File: src/rtl/map_pkg.sv
// Shared constants and engine state encoding for the tile map blitter.
package map_pkg;

    localparam int MAP_ROWS = 32;
    localparam int MAP_COLS = 32;

    localparam logic MODE_FILL = 1'b0;
    localparam logic MODE_COPY = 1'b1;

    typedef enum logic [2:0] {
        IDLE      = 3'd0,
        FILL_WR   = 3'd1,
        COPY_RD   = 3'd2,
        COPY_WAIT = 3'd3,
        COPY_WR   = 3'd4,
        DONE      = 3'd5
    } eng_state_t;

endpackage

File: src/rtl/map_blitter_rect_scanner.sv
// Row/column offset counters walking a rectangle column-first.
module rect_scanner #(
    parameter int ROW_W = 5,
    parameter int COL_W = 5
) (
    input  logic             clock,
    input  logic             reset_n,
    input  logic             i_load,
    input  logic             i_adv,
    input  logic [ROW_W:0]   i_rows,
    input  logic [COL_W:0]   i_cols,
    output logic [ROW_W-1:0] o_r,
    output logic [COL_W-1:0] o_c,
    output logic             o_last
);

    logic [ROW_W-1:0] r_r;
    logic [COL_W-1:0] r_c;
    logic             w_col_end;
    logic             w_row_end;

    assign w_col_end = ({1'b0, r_c} == (i_cols - {{COL_W{1'b0}}, 1'b1}));
    assign w_row_end = ({1'b0, r_r} == (i_rows - {{ROW_W{1'b0}}, 1'b1}));
    assign o_last    = w_col_end & w_row_end;
    assign o_r       = r_r;
    assign o_c       = r_c;

    // Offset counters: cleared on load, column steps first, row on column wrap.
    always_ff @(posedge clock or negedge reset_n) begin
        if (!reset_n) begin
            r_r <= {ROW_W{1'b0}};
            r_c <= {COL_W{1'b0}};
        end else if (i_load) begin
            r_r <= {ROW_W{1'b0}};
            r_c <= {COL_W{1'b0}};
        end else if (i_adv) begin
            if (w_col_end) begin
                r_c <= {COL_W{1'b0}};
                r_r <= r_r + {{(ROW_W-1){1'b0}}, 1'b1};
            end else begin
                r_c <= r_c + {{(COL_W-1){1'b0}}, 1'b1};
            end
        end
    end

endmodule

File: src/rtl/map_blitter.sv
// Map RAM B-port owner: CPU accesses with strict priority over a FILL/COPY
// rectangle engine. All RAM controls are registered single-cycle pulses.
module map_blitter
    import map_pkg::*;
#(
    parameter int ROW_W  = 5,
    parameter int COL_W  = 5,
    parameter int DATA_W = 8
) (
    input  logic              clock,
    input  logic              reset_n,
    input  logic              cpu_req,
    input  logic              cpu_write,
    input  logic [ROW_W-1:0]  cpu_row,
    input  logic [COL_W-1:0]  cpu_col,
    input  logic [DATA_W-1:0] cpu_wdata,
    output logic [DATA_W-1:0] cpu_rdata,
    output logic              cpu_ack,
    input  logic              eng_start,
    input  logic              eng_mode,
    input  logic [DATA_W-1:0] eng_value,
    input  logic [ROW_W-1:0]  eng_src_row,
    input  logic [COL_W-1:0]  eng_src_col,
    input  logic [ROW_W-1:0]  eng_dst_row,
    input  logic [COL_W-1:0]  eng_dst_col,
    input  logic [ROW_W:0]    eng_rows,
    input  logic [COL_W:0]    eng_cols,
    output logic              eng_busy,
    output logic              eng_done,
    output logic              map_cs,
    output logic              map_read,
    output logic              map_write,
    output logic [ROW_W-1:0]  map_row,
    output logic [COL_W-1:0]  map_col,
    output logic [DATA_W-1:0] map_wdata,
    input  logic [DATA_W-1:0] map_rdata
);

    localparam logic [ROW_W:0] ROW_LIM = (ROW_W+1)'(MAP_ROWS);
    localparam logic [COL_W:0] COL_LIM = (COL_W+1)'(MAP_COLS);

    eng_state_t        r_state, w_state_nx;
    logic              r_cpu_pend, r_cpu_rd, r_cpu_ack;
    logic [DATA_W-1:0] r_cpu_rdata, r_value, r_hold;
    logic [ROW_W-1:0]  r_src_row, r_dst_row, w_r;
    logic [COL_W-1:0]  r_src_col, r_dst_col, w_c;
    logic [ROW_W:0]    r_rows;
    logic [COL_W:0]    r_cols;
    logic              r_busy, r_done;
    logic              r_cs, r_rd, r_wr;
    logic [ROW_W-1:0]  r_row;
    logic [COL_W-1:0]  r_col;
    logic [DATA_W-1:0] r_wdata;
    logic              w_cpu_take, w_start, w_eng_acc, w_eng_go, w_adv, w_last;
    logic              w_acc_rd, w_acc_wr;
    logic [ROW_W-1:0]  w_acc_row;
    logic [COL_W-1:0]  w_acc_col;
    logic [DATA_W-1:0] w_acc_data;

    // A CPU request is blocked while its previous access or ack is in flight.
    assign w_cpu_take = cpu_req & ~r_cpu_pend & ~r_cpu_ack;
    assign w_start    = eng_start & (r_state == IDLE);
    assign w_eng_acc  = (r_state == FILL_WR) | (r_state == COPY_RD) | (r_state == COPY_WR);
    assign w_eng_go   = w_eng_acc & ~w_cpu_take;
    assign w_adv      = w_eng_go & ((r_state == FILL_WR) | (r_state == COPY_WR));

    rect_scanner #(.ROW_W(ROW_W), .COL_W(COL_W)) u_scan (
        .clock   (clock),
        .reset_n (reset_n),
        .i_load  (w_start),
        .i_adv   (w_adv),
        .i_rows  (r_rows),
        .i_cols  (r_cols),
        .o_r     (w_r),
        .o_c     (w_c),
        .o_last  (w_last)
    );

    // CPU access pipeline: issue, then ack with captured read data.
    always_ff @(posedge clock or negedge reset_n) begin
        if (!reset_n) begin
            r_cpu_pend  <= 1'b0;
            r_cpu_rd    <= 1'b0;
            r_cpu_ack   <= 1'b0;
            r_cpu_rdata <= {DATA_W{1'b0}};
        end else begin
            r_cpu_pend  <= w_cpu_take;
            r_cpu_rd    <= w_cpu_take & ~cpu_write;
            r_cpu_ack   <= r_cpu_pend;
            r_cpu_rdata <= (r_cpu_pend & r_cpu_rd) ? map_rdata : {DATA_W{1'b0}};
        end
    end

    // Engine operand latches and the COPY holding register.
    always_ff @(posedge clock or negedge reset_n) begin
        if (!reset_n) begin
            r_value   <= {DATA_W{1'b0}};
            r_src_row <= {ROW_W{1'b0}};
            r_src_col <= {COL_W{1'b0}};
            r_dst_row <= {ROW_W{1'b0}};
            r_dst_col <= {COL_W{1'b0}};
            r_rows    <= {(ROW_W+1){1'b0}};
            r_cols    <= {(COL_W+1){1'b0}};
            r_hold    <= {DATA_W{1'b0}};
        end else begin
            if (w_start) begin
                r_value   <= eng_value;
                r_src_row <= eng_src_row;
                r_src_col <= eng_src_col;
                r_dst_row <= eng_dst_row;
                r_dst_col <= eng_dst_col;
                r_rows    <= (eng_rows > ROW_LIM) ? ROW_LIM : eng_rows;
                r_cols    <= (eng_cols > COL_LIM) ? COL_LIM : eng_cols;
            end
            if (r_state == COPY_WAIT) begin
                r_hold <= map_rdata;
            end
        end
    end

    // Engine state register.
    always_ff @(posedge clock or negedge reset_n) begin
        if (!reset_n) begin
            r_state <= IDLE;
        end else begin
            r_state <= w_state_nx;
        end
    end

    // Engine next-state logic; access states hold while the CPU owns the port.
    always_comb begin
        w_state_nx = r_state;
        case (r_state)
            IDLE: begin
                if (w_start) begin
                    if ((eng_rows == {(ROW_W+1){1'b0}}) || (eng_cols == {(COL_W+1){1'b0}})) begin
                        w_state_nx = DONE;
                    end else if (eng_mode == MODE_FILL) begin
                        w_state_nx = FILL_WR;
                    end else begin
                        w_state_nx = COPY_RD;
                    end
                end else begin
                    w_state_nx = IDLE;
                end
            end
            FILL_WR:   w_state_nx = (w_eng_go & w_last) ? DONE : FILL_WR;
            COPY_RD:   w_state_nx = w_eng_go ? COPY_WAIT : COPY_RD;
            COPY_WAIT: w_state_nx = COPY_WR;
            COPY_WR: begin
                if (w_eng_go) begin
                    w_state_nx = w_last ? DONE : COPY_RD;
                end else begin
                    w_state_nx = COPY_WR;
                end
            end
            DONE:      w_state_nx = IDLE;
            default:   w_state_nx = IDLE;
        endcase
    end

    // Engine access request for the current state, with wrapped addresses.
    always_comb begin
        w_acc_rd   = 1'b0;
        w_acc_wr   = 1'b0;
        w_acc_row  = r_dst_row + w_r;
        w_acc_col  = r_dst_col + w_c;
        w_acc_data = {DATA_W{1'b0}};
        case (r_state)
            FILL_WR: begin
                w_acc_wr   = 1'b1;
                w_acc_data = r_value;
            end
            COPY_RD: begin
                w_acc_rd  = 1'b1;
                w_acc_row = r_src_row + w_r;
                w_acc_col = r_src_col + w_c;
            end
            COPY_WR: begin
                w_acc_wr   = 1'b1;
                w_acc_data = r_hold;
            end
            default: begin
                w_acc_rd = 1'b0;
                w_acc_wr = 1'b0;
            end
        endcase
    end

    // RAM port register plus busy/done flags.
    always_ff @(posedge clock or negedge reset_n) begin
        if (!reset_n) begin
            r_cs    <= 1'b0;
            r_rd    <= 1'b0;
            r_wr    <= 1'b0;
            r_row   <= {ROW_W{1'b0}};
            r_col   <= {COL_W{1'b0}};
            r_wdata <= {DATA_W{1'b0}};
            r_busy  <= 1'b0;
            r_done  <= 1'b0;
        end else begin
            r_busy <= (w_state_nx != IDLE);
            r_done <= (w_state_nx == DONE);
            if (w_cpu_take) begin
                r_cs    <= 1'b1;
                r_rd    <= ~cpu_write;
                r_wr    <= cpu_write;
                r_row   <= cpu_row;
                r_col   <= cpu_col;
                r_wdata <= cpu_write ? cpu_wdata : {DATA_W{1'b0}};
            end else if (w_eng_go) begin
                r_cs    <= 1'b1;
                r_rd    <= w_acc_rd;
                r_wr    <= w_acc_wr;
                r_row   <= w_acc_row;
                r_col   <= w_acc_col;
                r_wdata <= w_acc_data;
            end else begin
                r_cs    <= 1'b0;
                r_rd    <= 1'b0;
                r_wr    <= 1'b0;
                r_row   <= {ROW_W{1'b0}};
                r_col   <= {COL_W{1'b0}};
                r_wdata <= {DATA_W{1'b0}};
            end
        end
    end

    assign cpu_ack   = r_cpu_ack;
    assign cpu_rdata = r_cpu_rdata;
    assign eng_busy  = r_busy;
    assign eng_done  = r_done;
    assign map_cs    = r_cs;
    assign map_read  = r_rd;
    assign map_write = r_wr;
    assign map_row   = r_row;
    assign map_col   = r_col;
    assign map_wdata = r_wdata;

endmodule

File: config.mk
export PLATFORM = sky130hd
export DESIGN_NAME = map_blitter
export DESIGN_NICKNAME = d
export VERILOG_FILES = /design/src/rtl/map_pkg.sv /design/src/rtl/map_blitter_rect_scanner.sv /design/src/rtl/map_blitter.sv
export SDC_FILE = /design/constraint.sdc
export NUM_CORES = 1
export LEC_CHECK = 0
export BUFFER_PORTS_ARGS = -buffer_cell sky130_fd_sc_hd__buf_2
export CORE_ASPECT_RATIO = 0.6
export CORE_UTILIZATION = 55
export DETAILED_ROUTE_END_ITERATION = 8
export PLACE_DENSITY = 0.83
export SLEW_MARGIN = 20
export SYNTH_ARGS = -nofsm -noshare
export SYNTH_HDL_FRONTEND = slang
export SYNTH_SLANG_ARGS = --single-unit
File: constraint.sdc
create_clock -name clock -period 7.8 [get_ports clock]
set_input_delay 0.78 -clock clock [delete_from_list [all_inputs] [get_ports clock]]
set_output_delay 0.78 -clock clock [all_outputs]
set_load 0.01 [all_outputs]
==> impl_summary.log, run 1 <==
INFO  metric final-hold-violation-count = 0
INFO  metric core_area = 0.00801 mm^2
INFO  metric reg2reg_depth = 11
INFO  metric ys_types = 49
INFO  metric clock_tree_root = clkbuf_16
INFO  metric tritoncts.num_buffers = 9
INFO  metric initial_utilization = 57.6%
INFO  metric leakagePower = 2.84 nW
INFO  metric post_cts.repair.setup_buffers = 0
INFO  metric fin_setup_tns = 0 ps
INFO  metric via_count_of_the_first_global_routing_pass = 3757
INFO  metric global_placement_routability_congestion = 0.821
INFO  metric post-synth-top-count-cell = nand2_1
INFO  metric synth.net_count = 549
INFO  metric cts.path.max_buffers = 2
INFO  metric synth.cell_area = 0.00461 mm^2
INFO  metric hold_path.class = primary input to asynchronous set/reset pin
INFO  metric area_growth_syn_to_layout = 20.2%
INFO  metric worstPathMaxFanout = 15
INFO  metric synthDominantAreaCellType = dfrtp_1
INFO  metric antenna_violations_before_repair = 0
INFO  metric synth.top_cells.by_count = nand2_1, dfrtp_1, o21ai_0, a21oi_1, clkbuf_1
INFO  metric routed_wire_length_per_instance = 17.1 um
INFO  metric cts.sinks = 95
INFO  metric final_min_period_over_clock_period = 42.2%
INFO  metric critical_path.reg2reg.startpoint = r_state[1]
INFO  metric timing.fmax = 304 MHz
INFO  metric drv_slew = 0
INFO  metric initialDrtViolationCount = 375
INFO  metric cts_tree = done
INFO  metric cts.clk_slew.worst_paths = 70 ps
INFO  metric syn_area_per_cell = 9.97 um^2
INFO  metric detail_route.vias_per_cell = 5.72
INFO  metric diodes = 0
INFO  metric r2r_end = map_col[4]
INFO  metric powerDensity = 394 mW/mm^2
INFO  metric cts_resized = 0
INFO  metric dp.final_hpwl = 7950 um
INFO  metric cp_data_required_time = 7990 ps
INFO  metric boundaryPins = 104
INFO  metric setup_violations = 0
INFO  metric fp-row-count = 25
INFO  metric wirelength = 11500 um
INFO  metric post_route_cells_drive_above_1_share = 26.8%
INFO  metric tightest_slew = 972 ps
INFO  metric chipHeight = 73.0 um
INFO  metric cts.hold.buffers_added = 0
INFO  metric rsz0062_at_grt = false
INFO  metric crit_path_end_kind = register
INFO  metric die_w = 120 um
INFO  metric placement.setup.worst_slack = 4640 ps
INFO  metric synth_cells = 463
INFO  metric finalCoreUtilization = 69.3%
INFO  metric drc = 0
INFO  metric synthArstFlopShare = 100%
INFO  metric outcome = finished, final reports clean
INFO  metric layout_min_cycle_time = 3290 ps
INFO  metric via_count_of_the_routed_design = 3843
INFO  metric grt_start_max_net_pins = 80
INFO  metric timing.critical_path.arrival = 3480 ps
INFO  metric area_of_the_die = 0.00877 mm^2
INFO  metric first_pass_grt_wire_length = 18500 um
INFO  metric htree_num_levels = 3
INFO  metric setup.worst_path.start_class = register
INFO  metric clock-skew-final = 7.62 ps
INFO  metric synth_sequential_area_ratio = 51.5%
INFO  metric max-cap-violations = 0
INFO  metric buffer_ports.inserted = 103
INFO  metric post-route-worst-setup-slack = 4510 ps
INFO  metric source_to_sink_clock_delay_at_the_later_pin_of_the_worst_skew_pair = 350 ps
INFO  metric antenna_left = 0
INFO  metric vdd.ir_drop.worst = 0.171 mV
INFO  metric grt_util_all_layers = 28.1%
INFO  metric yosys.area.top_type_share = 51.5%
INFO  metric timing.reg2reg.setup_slack = 4510 ps
INFO  metric synthesis_stage_register_bit_count = 95
INFO  metric ys.warnings.count = 0
INFO  metric yosys_most_used_dff = dfrtp_1
INFO  metric dr.pass1.iters = 5
INFO  metric synth_area_leaders = dfrtp_1, nand2_1, mux2_2
INFO  metric max-slew-margin-rel = 35.2%
INFO  metric overflow_left_after_global_routing = 0
INFO  metric finalNetCount = 645
INFO  metric crit_type = register to register
INFO  metric synth-edff-count = 0
==> cell families (layout without fill, tap and decap cells) <==
logic type	Yosys count	count (layout)	share of synthesized area, %
simple gates	201	201	21.2
flops	95	95	51.5
compound gates	75	75	11.4
buf+inv	37	138	3.09
xor+xnor	22	22	4.18
mux	19	19	4.56
fa+ha+maj	14	14	4.12
==> critical path, cell delays in order, from the launching register on <==
cell and delay [ps]:
dfrtp_1 720, and2_1 640, mux2_2 420, ha_1 200, inv_1 80, fa_1 210
inv_1 60, a21o_1 180, a21oi_1 190, xor2_1 200, xnor2_1 140, o21ai_0 90
==> sequential cells by signal, indices dropped and copies added, names as in the netlist, 6 cells and up <==
| name | cells |
|---|---|
| cpu_rdata | 8 |
| map_wdata | 8 |
| r_cols | 6 |
| r_hold | 8 |
| r_rows | 6 |
| r_value | 8 |
==> per-stage QoR <==
| step | cell area [um^2] | instances | power [mW] | hold WS (ps) |
|---|---|---|---|---|
| floorplan | 4610 | 463 | 1.42 | 440 |
| global placement | 5220 | 656 | 1.63 | 459 |
| detailed placement | 5220 | 656 | 1.67 | 463 |
| CTS | 5550 | 672 | 2.18 | 280 |
| global route | 5550 | 672 | 2.32 | 282 |
| finish | 5550 | 672 | 2.18 | 274 |
==> worst max-delay path by stage <==
stage / start / to / cells after the start
global placement: r_state[1] / map_col[4] / 11
CTS: r_state[1] / map_col[4] / 11
floorplan: r_state[2] / map_col[4] / 15
finish: r_state[1] / map_col[4] / 11
global route: r_state[2] / map_col[4] / 12
detailed placement: r_state[1] / map_col[4] / 11
==> cells in the final DEF, fill, tap and decap left out, types with 3 or more instances in the layout <==
| master | Yosys | routed |
|---|---|---|
| a211oi_1 | 3 | 3 |
| a21o_1 | 5 | 5 |
| a21oi_1 | 17 | 17 |
| a22o_1 | 8 | 8 |
| a32o_1 | 8 | 8 |
| and2_1 | 3 | 3 |
| and3_1 | 9 | 9 |
| buf_2 | 3 | 102 |
| buf_4 | 0 | 4 |
| clkbuf_16 | 0 | 9 |
| dfrtp_1 | 95 | 95 |
| ha_1 | 12 | 12 |
| inv_1 | 16 | 16 |
| mux2_2 | 16 | 16 |
| mux2i_1 | 3 | 3 |
| nand2_1 | 126 | 126 |
| nand2b_1 | 3 | 3 |
| nand3_1 | 7 | 7 |
| nand3b_1 | 14 | 14 |
| nor2_1 | 11 | 11 |
| nor2b_1 | 3 | 3 |
| nor3_1 | 5 | 5 |
| o21ai_0 | 23 | 23 |
| or4_1 | 4 | 4 |
| xnor2_1 | 14 | 14 |
| xor2_1 | 8 | 8 |
==> layer usage <==
metal,global-route usage (%),share of wire [%]
met1,38.2,44
met4,12.5,2.4
met2,43.4,45
met3,6.64,7.8
met5,0,0
==> power breakdown <==
group / total (mW) / internal [mW] / leakage, nW / switching (mW)
clock: 0.486 / 0.292 / 0.163 / 0.194
sequential: 0.827 / 0.678 / 1.22 / 0.150
combinational: 0.871 / 0.371 / 1.46 / 0.500
total: 2.18 / 1.34 / 2.84 / 0.844
==> cell type report <==
cell class | count | area [um^2]
Clock buffer | 10 | 239
Inverter | 16 | 60.1
Tap cell | 108 | 135
Timing Repair Buffer | 106 | 541
Multi-Input combinational cell | 331 | 2100
Clock inverter | 6 | 91.3
Fill cell | 635 | 2460
Sequential cell | 95 | 2380
Power figures use the tool's default switching activity.
==> run 2, diff against run 1 <==
--- a/config.mk
+++ b/config.mk
@@ -7,9 +7,9 @@
 export LEC_CHECK = 0
 export BUFFER_PORTS_ARGS = -buffer_cell sky130_fd_sc_hd__buf_2
 export CORE_ASPECT_RATIO = 0.6
-export CORE_UTILIZATION = 55
+export CORE_UTILIZATION = 49
 export DETAILED_ROUTE_END_ITERATION = 8
-export PLACE_DENSITY = 0.83
+export PLACE_DENSITY = 0.78
 export SLEW_MARGIN = 20
 export SYNTH_ARGS = -nofsm -noshare
 export SYNTH_HDL_FRONTEND = slang
==> constraint.sdc (replaced) <==
create_clock -name clock -period 2.85 [get_ports clock]
set_input_delay 0.285 -clock clock [delete_from_list [all_inputs] [get_ports clock]]
set_output_delay 0.285 -clock clock [all_outputs]
set_load 0.01 [all_outputs]
==> run 2 against run 1 <==
Sequential power rose to 2.7 times the previous value. Cell count increased by 4.3%. First-iteration DRC count is 16% higher. Clock skew about the same. Die area is 12% higher. Worst hold slack lost 240 ps. Final area grew 1.7%. Global-route usage is 3.8 points lower. Critical path depth rose by 2. Via count down 1.7%.
==> impl_summary.log, run 2 (same netlist as run 1, synthesis figures left out) <==
INFO  metric outcome = finished, final reports clean
INFO  metric antenna_left = 0 (unchanged)
INFO  metric vdd.ir_drop.worst = 0.419 mV (+150%)
INFO  metric place_inst = 685 (+4.4%)
INFO  metric max-cap-violations = 0 (unchanged)
INFO  metric chipHeight = 77.2 um (+5.8%)
INFO  metric diodes = 0 (unchanged)
INFO  metric antenna_violations_before_repair = 0 (unchanged)
INFO  metric layout.cells.most_common = nand2_1
INFO  metric grtUsageMet3 = 8.23% (+1.6 points)
INFO  metric total_power = 5.89 mW (+170%)
INFO  metric cts.path.max_buffers = 2 (unchanged)
INFO  metric post_cts.repair.setup_buffers = 0 (unchanged)
INFO  metric overflow_left_after_global_routing = 0 (unchanged)
INFO  metric core_area = 0.00916 mm^2 (+14%)
INFO  metric worstPathMaxFanout = 7 (-8)
INFO  metric source_to_sink_clock_delay_at_the_later_pin_of_the_worst_skew_pair = 350 ps (about the same)
INFO  metric clock_tree_root = clkbuf_16
INFO  metric tritoncts.num_buffers = 9 (unchanged)
INFO  metric final-instance-count-excl-fill = 701 (+4.3%)
INFO  metric placed_area = 0.00532 mm^2 (+2.0%)
INFO  metric fin_setup_tns = 0 ps (unchanged)
INFO  metric area_of_the_die = 0.00982 mm^2 (+12%)
INFO  metric cts_tree = done
INFO  metric dp.final_hpwl = 7920 um (-0.45%)
INFO  metric setup.worst_path.start_class = register
INFO  metric final_min_period_over_clock_period = 94.4% (+52 points)
INFO  metric fin_area = 0.00564 mm^2 (+1.7%)
INFO  metric max-slew-margin-rel = 30.6% (-4.7 points)
INFO  metric global_placement_routability_congestion = 0.854 (+4.0%)
INFO  metric wirelength = 11000 um (-4.3%)
INFO  metric leakagePower = 2.88 nW (+1.2%)
INFO  metric initial_utilization = 50.4% (-7.2 points)
INFO  metric first_pass_grt_wire_length = 18100 um (-2.3%)
INFO  metric grt_util_all_layers = 24.2% (-3.8 points)
INFO  metric hold_path.class = primary input to asynchronous set/reset pin
INFO  metric buffer_ports.inserted = 103 (unchanged)
INFO  metric finalNetCount = 652 (+1.1%)
INFO  metric rsz0062_at_grt = false
INFO  metric htree_num_levels = 3 (unchanged)
INFO  metric fp-row-count = 27 (+8.0%)
INFO  metric post-route-worst-setup-slack = 159 ps (-4350 ps)
INFO  metric boundaryPins = 104 (unchanged)
INFO  metric initialDrtViolationCount = 435 (+16%)
INFO  metric area_growth_syn_to_layout = 22.2%
INFO  metric timing.critical_path.arrival = 2880 ps (-600 ps)
INFO  metric tightest_slew = 1040 ps (+70.0 ps)
INFO  metric cts.clk_slew.worst_paths = 70 ps (about the same)
INFO  metric layout_common_cells = nand2_1, buf_2, dfrtp_1
INFO  metric placement.setup.worst_slack = 177 ps (-4460 ps)
INFO  metric setup_violations = 0 (unchanged)
INFO  metric drc = 0 (unchanged)
INFO  metric dr.pass1.iters = 5 (unchanged)
INFO  metric critical_path.reg2reg.startpoint = r_state[2]
INFO  metric grt_start_max_net_pins = 65 (-19%)
INFO  metric layout_min_cycle_time = 2690 ps (-598 ps)
INFO  metric crit_type = register to register
INFO  metric routed_wire_length_per_instance = 15.7 um (-8.3%)
INFO  metric via_count_of_the_first_global_routing_pass = 3666 (-2.4%)
INFO  metric cp_data_required_time = 3040 ps (-4950 ps)
INFO  metric cts.sinks = 95 (unchanged)
INFO  metric die_w = 127 um (+5.8%)
INFO  metric final-hold-violation-count = 0 (unchanged)
INFO  metric startpoint = r_state[2]
INFO  metric detail_route.vias_per_cell = 5.39 (-5.8%)
INFO  metric drv_slew = 0 (unchanged)
INFO  metric gr-usage-met1 = 33.1% (-5.2 points)
INFO  metric via_count_of_the_routed_design = 3778 (-1.7%)
INFO  metric clock-skew-final = 7.92 ps (+0.304 ps)
INFO  metric crit_path_end_kind = register
INFO  metric grt_use_met2 = 36.9% (-6.5 points)
INFO  metric top_usage_layer = met2
INFO  metric timing.fmax = 372 MHz (+22%)
INFO  metric finalCoreUtilization = 61.6% (-7.7 points)
INFO  metric powerDensity = 1040 mW/mm^2 (+170%)
INFO  metric final.hold.worst_slack = 38.4 ps (-236 ps)
INFO  metric post_route_cells_drive_above_1_share = 28.0% (+1.2 points)
[run 2: cell types whose count changed in the layout (fill, tap and decap cells not counted)]
| cell | delta |
|---|---|
| nor2_2 | +1 |
| clkinvlp_4 | +1 |
| and2_1 | -1 |
| and2_4 | +1 |
| buf_6 | +1 |
| bufinv_16 | -1 |
| inv_6 | -2 |
| buf_12 | +2 |
| clkinv_2 | +1 |
| clkbuf_8 | +1 |
| nor2_1 | -1 |
| buf_4 | +4 |
[run 2: final timing paths]
check                          endpoint  depth (start not counted)  slack, ps
min in group clock         r_dst_row[2]                          3        130
min reg2reg                r_src_row[2]                          2        480
max reg2reg                  map_row[4]                         13        160
min                        map_wdata[5]                          1         40
max in group asynchronous  r_src_row[1]                          2       2160
max                          map_row[4]                         13        160
[run 2: layout make-up]
cell class	count	area, um^2
multi-input cells	331	2110
repair buffers	113	622
clock inverters	5	56.3
fillers	739	3520
inverters	16	60.1
clock buffers	11	253
well taps	130	163
flip-flops and latches	95	2380
[run 2: report_power, final]
group          total, mW  switching (mW)  leakage (nW)  internal, mW
sequential          2.20           0.347          1.22          1.86
combinational       2.45            1.38          1.51          1.07
clock               1.24           0.510         0.152         0.726
[run 2: layer usage]
metal / vias up / wire length (um) / share of wire (%)
li1: 1785 / - / -
met1: 1840 / 5220 / 47
met2: 140 / 4930 / 45
met3: 13 / 769 / 7.0
met4: 0 / 106 / 0.96
met5: - / 0 / 0
[run 2: repair_timing]
| action | CTS | global route |
|---|---|---|
| setup endpoints to repair | 0 | 2 |
| hold buffers | 0 | 0 |
| gates resized for setup | 0 | 3 |
[run 2: worst max-delay path, cell delays in order (launching register included)]
cell and delay (ps):
dfrtp_1 400, nor2_2 170, and2_4 170, buf_6 130, mux2_2 340, ha_1 200
inv_1 80, fa_1 200, inv_1 50, a21o_1 150, a21oi_1 200, xor2_1 200
xnor2_1 150, o21ai_0 90
==> run 3, diff against run 2 <==
--- a/config.mk
+++ b/config.mk
@@ -5,6 +5,7 @@
 export SDC_FILE = /design/constraint.sdc
 export NUM_CORES = 1
 export LEC_CHECK = 0
+export ABC_AREA = 1
 export BUFFER_PORTS_ARGS = -buffer_cell sky130_fd_sc_hd__buf_2
 export CORE_ASPECT_RATIO = 0.6
 export CORE_UTILIZATION = 49
==> run 3 against run 2 <==
Clock skew is 2.7 ps lower. First-iteration DRC count is 34% lower. Register-to-register slack better by 90 ps. Non-clock buffer count is 4 lower. Die area is 0.53% higher. Power is 0.86% lower. Synthesized area is 0.54% higher. Global-route usage is 1.2 points higher. Sequential power hardly changed. Utilization is 0.87 points lower. Highest routed layer unchanged.
==> impl_summary.log, run 3 <==
INFO  metric comb_power_share = 43.3% (+1.7 points)
INFO  metric post-synth-top-count-cell = nand2_1
INFO  metric netSwitchingPower = 2.46 mW (+10%)
INFO  metric area_of_the_die = 0.00987 mm^2 (+0.53%)
INFO  metric via_count_of_the_routed_design = 4097 (+8.4%)
INFO  metric final_min_period_over_clock_period = 91.3% (-3.1 points)
INFO  metric syn_area_per_cell = 8.42 um^2 (-16%)
INFO  metric initialDrtViolationCount = 286 (-34%)
INFO  metric synth.net_count = 637 (+16%)
INFO  metric chipHeight = 77.4 um (+0.26%)
INFO  metric synth-edff-count = 0 (unchanged)
INFO  metric cts.path.max_buffers = 2 (unchanged)
INFO  metric cp_data_required_time = 3080 ps (+40 ps)
INFO  metric max-cap-violations = 0 (unchanged)
INFO  metric area_growth_syn_to_layout = 20.3%
INFO  metric clock-skew-final = 5.23 ps (-2.70 ps)
INFO  metric synth.top_cells.by_count = nand2_1, dfrtp_1, inv_1, o21ai_0
INFO  metric grt_util_all_layers = 25.4% (+1.2 points)
INFO  metric timing.fmax = 384 MHz (+3.4%)
INFO  metric layout.cells.most_common = nand2_1
INFO  metric max-slew-margin-rel = 59.9% (+29 points)
INFO  metric share_clk_of_total_power = 19.2% (-1.8 points)
INFO  metric synthesis_stage_register_bit_count = 95 (unchanged)
INFO  metric synth_area_leaders = dfrtp_1, nand2_1, inv_1
INFO  metric synthDominantAreaCellType = dfrtp_1
INFO  metric synth.cell_area = 0.00464 mm^2 (+0.54%)
INFO  metric fp-row-count = 27 (unchanged)
INFO  metric cts_resized = 0 (unchanged)
INFO  metric setup_violations = 0 (unchanged)
INFO  metric outcome = finished, final reports clean
INFO  metric grt_start_max_net_pins = 54 (-17%)
INFO  metric whs_path_depth = 3
INFO  metric synth_xor_area_share = 2.45% (-1.7 points)
INFO  metric seq_power_share = 37.5% (about the same)
INFO  metric diodes = 0 (unchanged)
INFO  metric powerDensity = 1050 mW/mm^2 (+0.18%)
INFO  metric synth_top_family_by_area = simple AND/OR/NAND/NOR gates
INFO  metric antenna_violations_before_repair = 0 (unchanged)
INFO  metric crit_path_end_kind = register
INFO  metric post_route_cells_drive_above_1_share = 21.8% (-6.2 points)
INFO  metric dp.final_hpwl = 8710 um (+10%)
INFO  metric die_w = 128 um (+0.27%)
INFO  metric drc = 0 (unchanged)
INFO  metric timing.critical_path.arrival = 2830 ps (-50 ps)
INFO  metric tritoncts.num_buffers = 9 (unchanged)
INFO  metric first_pass_grt_wire_length = 19000 um (+5.4%)
INFO  metric rsz0062_at_grt = false
INFO  metric post_synth_fa_ha_maj_area_fraction = 4.10% (-0.022 points)
INFO  metric timing.reg2reg.setup_slack = 250 ps (+90 ps)
INFO  metric overflow_left_after_global_routing = 0 (unchanged)
INFO  metric drv_slew = 0 (unchanged)
INFO  metric dr.pass1.iters = 5 (unchanged)
INFO  metric global_placement_routability_congestion = 0.937 (+9.8%)
INFO  metric layout_min_cycle_time = 2600 ps (-88.8 ps)
INFO  metric final-hold-violation-count = 0 (unchanged)
INFO  metric leakagePower = 3.06 nW (+6.3%)
INFO  metric switching_share = 42.2% (+4.3 points)
INFO  metric hold_path.class = primary input to register
INFO  metric boundaryPins = 104 (unchanged)
INFO  metric simple_gate_share_of_the_synthesized_area = 25.0% (+3.9 points)
INFO  metric total_power = 5.84 mW (-0.86%)
INFO  metric htree_num_levels = 3 (unchanged)
INFO  metric via_count_of_the_first_global_routing_pass = 3933 (+7.3%)
INFO  metric final-instance-count-excl-fill = 791 (+13%)
INFO  metric cts_tree = done
INFO  metric antenna_left = 0 (unchanged)
INFO  metric core_area = 0.00919 mm^2 (+0.37%)
INFO  metric finalNetCount = 742 (+14%)
INFO  metric tightest_slew = 599 ps (-442 ps)
INFO  metric post_cts.repair.setup_buffers = 0 (unchanged)
INFO  metric layout_common_cells = nand2_1, buf_2, dfrtp_1
INFO  metric place_inst = 774 (+13%)
INFO  metric yosys_most_used_dff = dfrtp_1
INFO  metric vdd.ir_drop.worst = 0.450 mV (+7.3%)
INFO  metric synth.area.mux_share = 0.216% (-4.3 points)
INFO  metric wirelength = 11800 um (+6.9%)
INFO  metric detail_route.vias_per_cell = 5.18 (-3.9%)
INFO  metric cts.clk_slew.worst_paths = 60 ps (about the same)
INFO  metric initial_utilization = 50.5% (+0.087 points)
INFO  metric clock_tree_root = clkbuf_16
INFO  metric finalCoreUtilization = 60.7% (-0.87 points)
INFO  metric synthArstFlopShare = 100% (unchanged)
INFO  metric synth_compound_gate_area_share = 9.47% (-1.9 points)
INFO  metric fin_setup_tns = 0 ps (unchanged)
INFO  metric reg2reg_depth = 16 (+3)
INFO  metric ys.warnings.count = 0 (unchanged)
INFO  metric routed_wire_length_per_instance = 14.9 um (-5.2%)
INFO  metric intPower = 3.37 mW (-7.7%)
INFO  metric crit_type = register to register
INFO  metric setup.worst_path.start_class = register
INFO  metric source_to_sink_clock_delay_at_the_later_pin_of_the_worst_skew_pair = 340 ps (about the same)
INFO  metric buffer_ports.inserted = 103 (unchanged)
INFO  metric synth_cells = 551 (+19%)
INFO  metric worstPathMaxFanout = 9 (+2)
INFO  metric cts.sinks = 95 (unchanged)
INFO  metric yosys.area.top_type_share = 51.2% (-0.28 points)
INFO  metric ys_types = 34 (-31%)
INFO  metric synth_sequential_area_ratio = 51.2% (-0.28 points)
[run 3: cell types whose count changed in the layout (fill, tap and decap cells not counted), moves of 6 or more]
| cell | previous run | this run |
|---|---|---|
| o21ai_0 | 23 | 46 |
| nor2_1 | 10 | 34 |
| nand3_1 | 7 | 34 |
| nand2_1 | 126 | 175 |
| a22o_1 | 8 | 2 |
| nand3b_1 | 14 | 1 |
| inv_1 | 16 | 67 |
| xnor2_1 | 14 | 1 |
| a21oi_1 | 17 | 8 |
| mux2_2 | 16 | 0 |
| and3_1 | 9 | 0 |
[run 3: metrics by stage]
step	hold slack (ps)	worst slack [ps]	cell area, um^2
after floorplan	-10.6	403	4640
after global placement	319	421	5290
after detailed placement	332	248	5290
after CTS	129	246	5580
after global routing	144	12.5	5580
final	133	248	5580
[run 3: path summary, 6_finish.rpt]
| check | end | startpoint |
|---|---|---|
| setup / recovery | map_col[4] | r_state[0] |
| hold / removal | r_src_row[3] | eng_src_row[3] |
| setup reg to reg | map_col[4] | r_state[0] |
| hold reg to reg | cpu_ack | r_cpu_pend |
| max in group asynchronous | r_hold[0] | reset_n |
| min in group asynchronous | map_wdata[7] | reset_n |
[run 3: metal layers]
metal / vias up / GRT usage, % / routed length, um
li1: 1953 / - / -
met3: 16 / 5.52 / 934
met5: - / 0 / 0
met4: 0 / 7.76 / 157
met1: 1963 / 36.3 / 5430
met2: 165 / 39.0 / 5260
[run 3: what timing repair did]
action                                 CTS  global route
setup endpoints to repair                0             0
endpoints found under the hold margin   44             0
hold buffers                             1             0
[run 3: cell type report]
class / instances / area [um^2]
multi-input combinational: 370 / 1910
tap: 130 / 163
fill: 825 / 3610
inverter: 71 / 272
sequential: 95 / 2380
clock buffer: 11 / 243
timing repair buffer: 109 / 578
clock inverter: 5 / 33.8
[run 3: power by group through the flow]
stage	sequential [mW]	clock [mW]	combinational, mW
2_1_floorplan	2.16	0	1.77
3_3_place_gp	2.18	0	2.35
3_5_place_dp	2.20	0	2.48
4_1_cts	2.18	1.13	2.51
5_1_grt	2.25	1.17	2.87
6_report	2.19	1.12	2.53
[run 3: worst max-delay path, stage by stage, from the launching register on]
cell     delay, ps
dfrtp_1        420
inv_1          110
nand3_2        170
inv_4          170
nand2_1         70
nand2_1         60
ha_1           150
inv_1           50
fa_1           380
inv_1           70
nand2_1         70
a21oi_1        120
nor2_1          60
xor2_1         150
or2_2          290
nand3_1         80
nand2_1         60
[run 3: cell families (layout without fill, tap and decap cells)]
family	count (synthesis)	count (layout)
and+or+nand+nor	267	267
DFF	95	95
buffers and inverters	86	196
AOI/OAI and AO/OA	75	75
adders and majority gates	14	14
xor gates and xnor gates	13	13
muxes	1	1
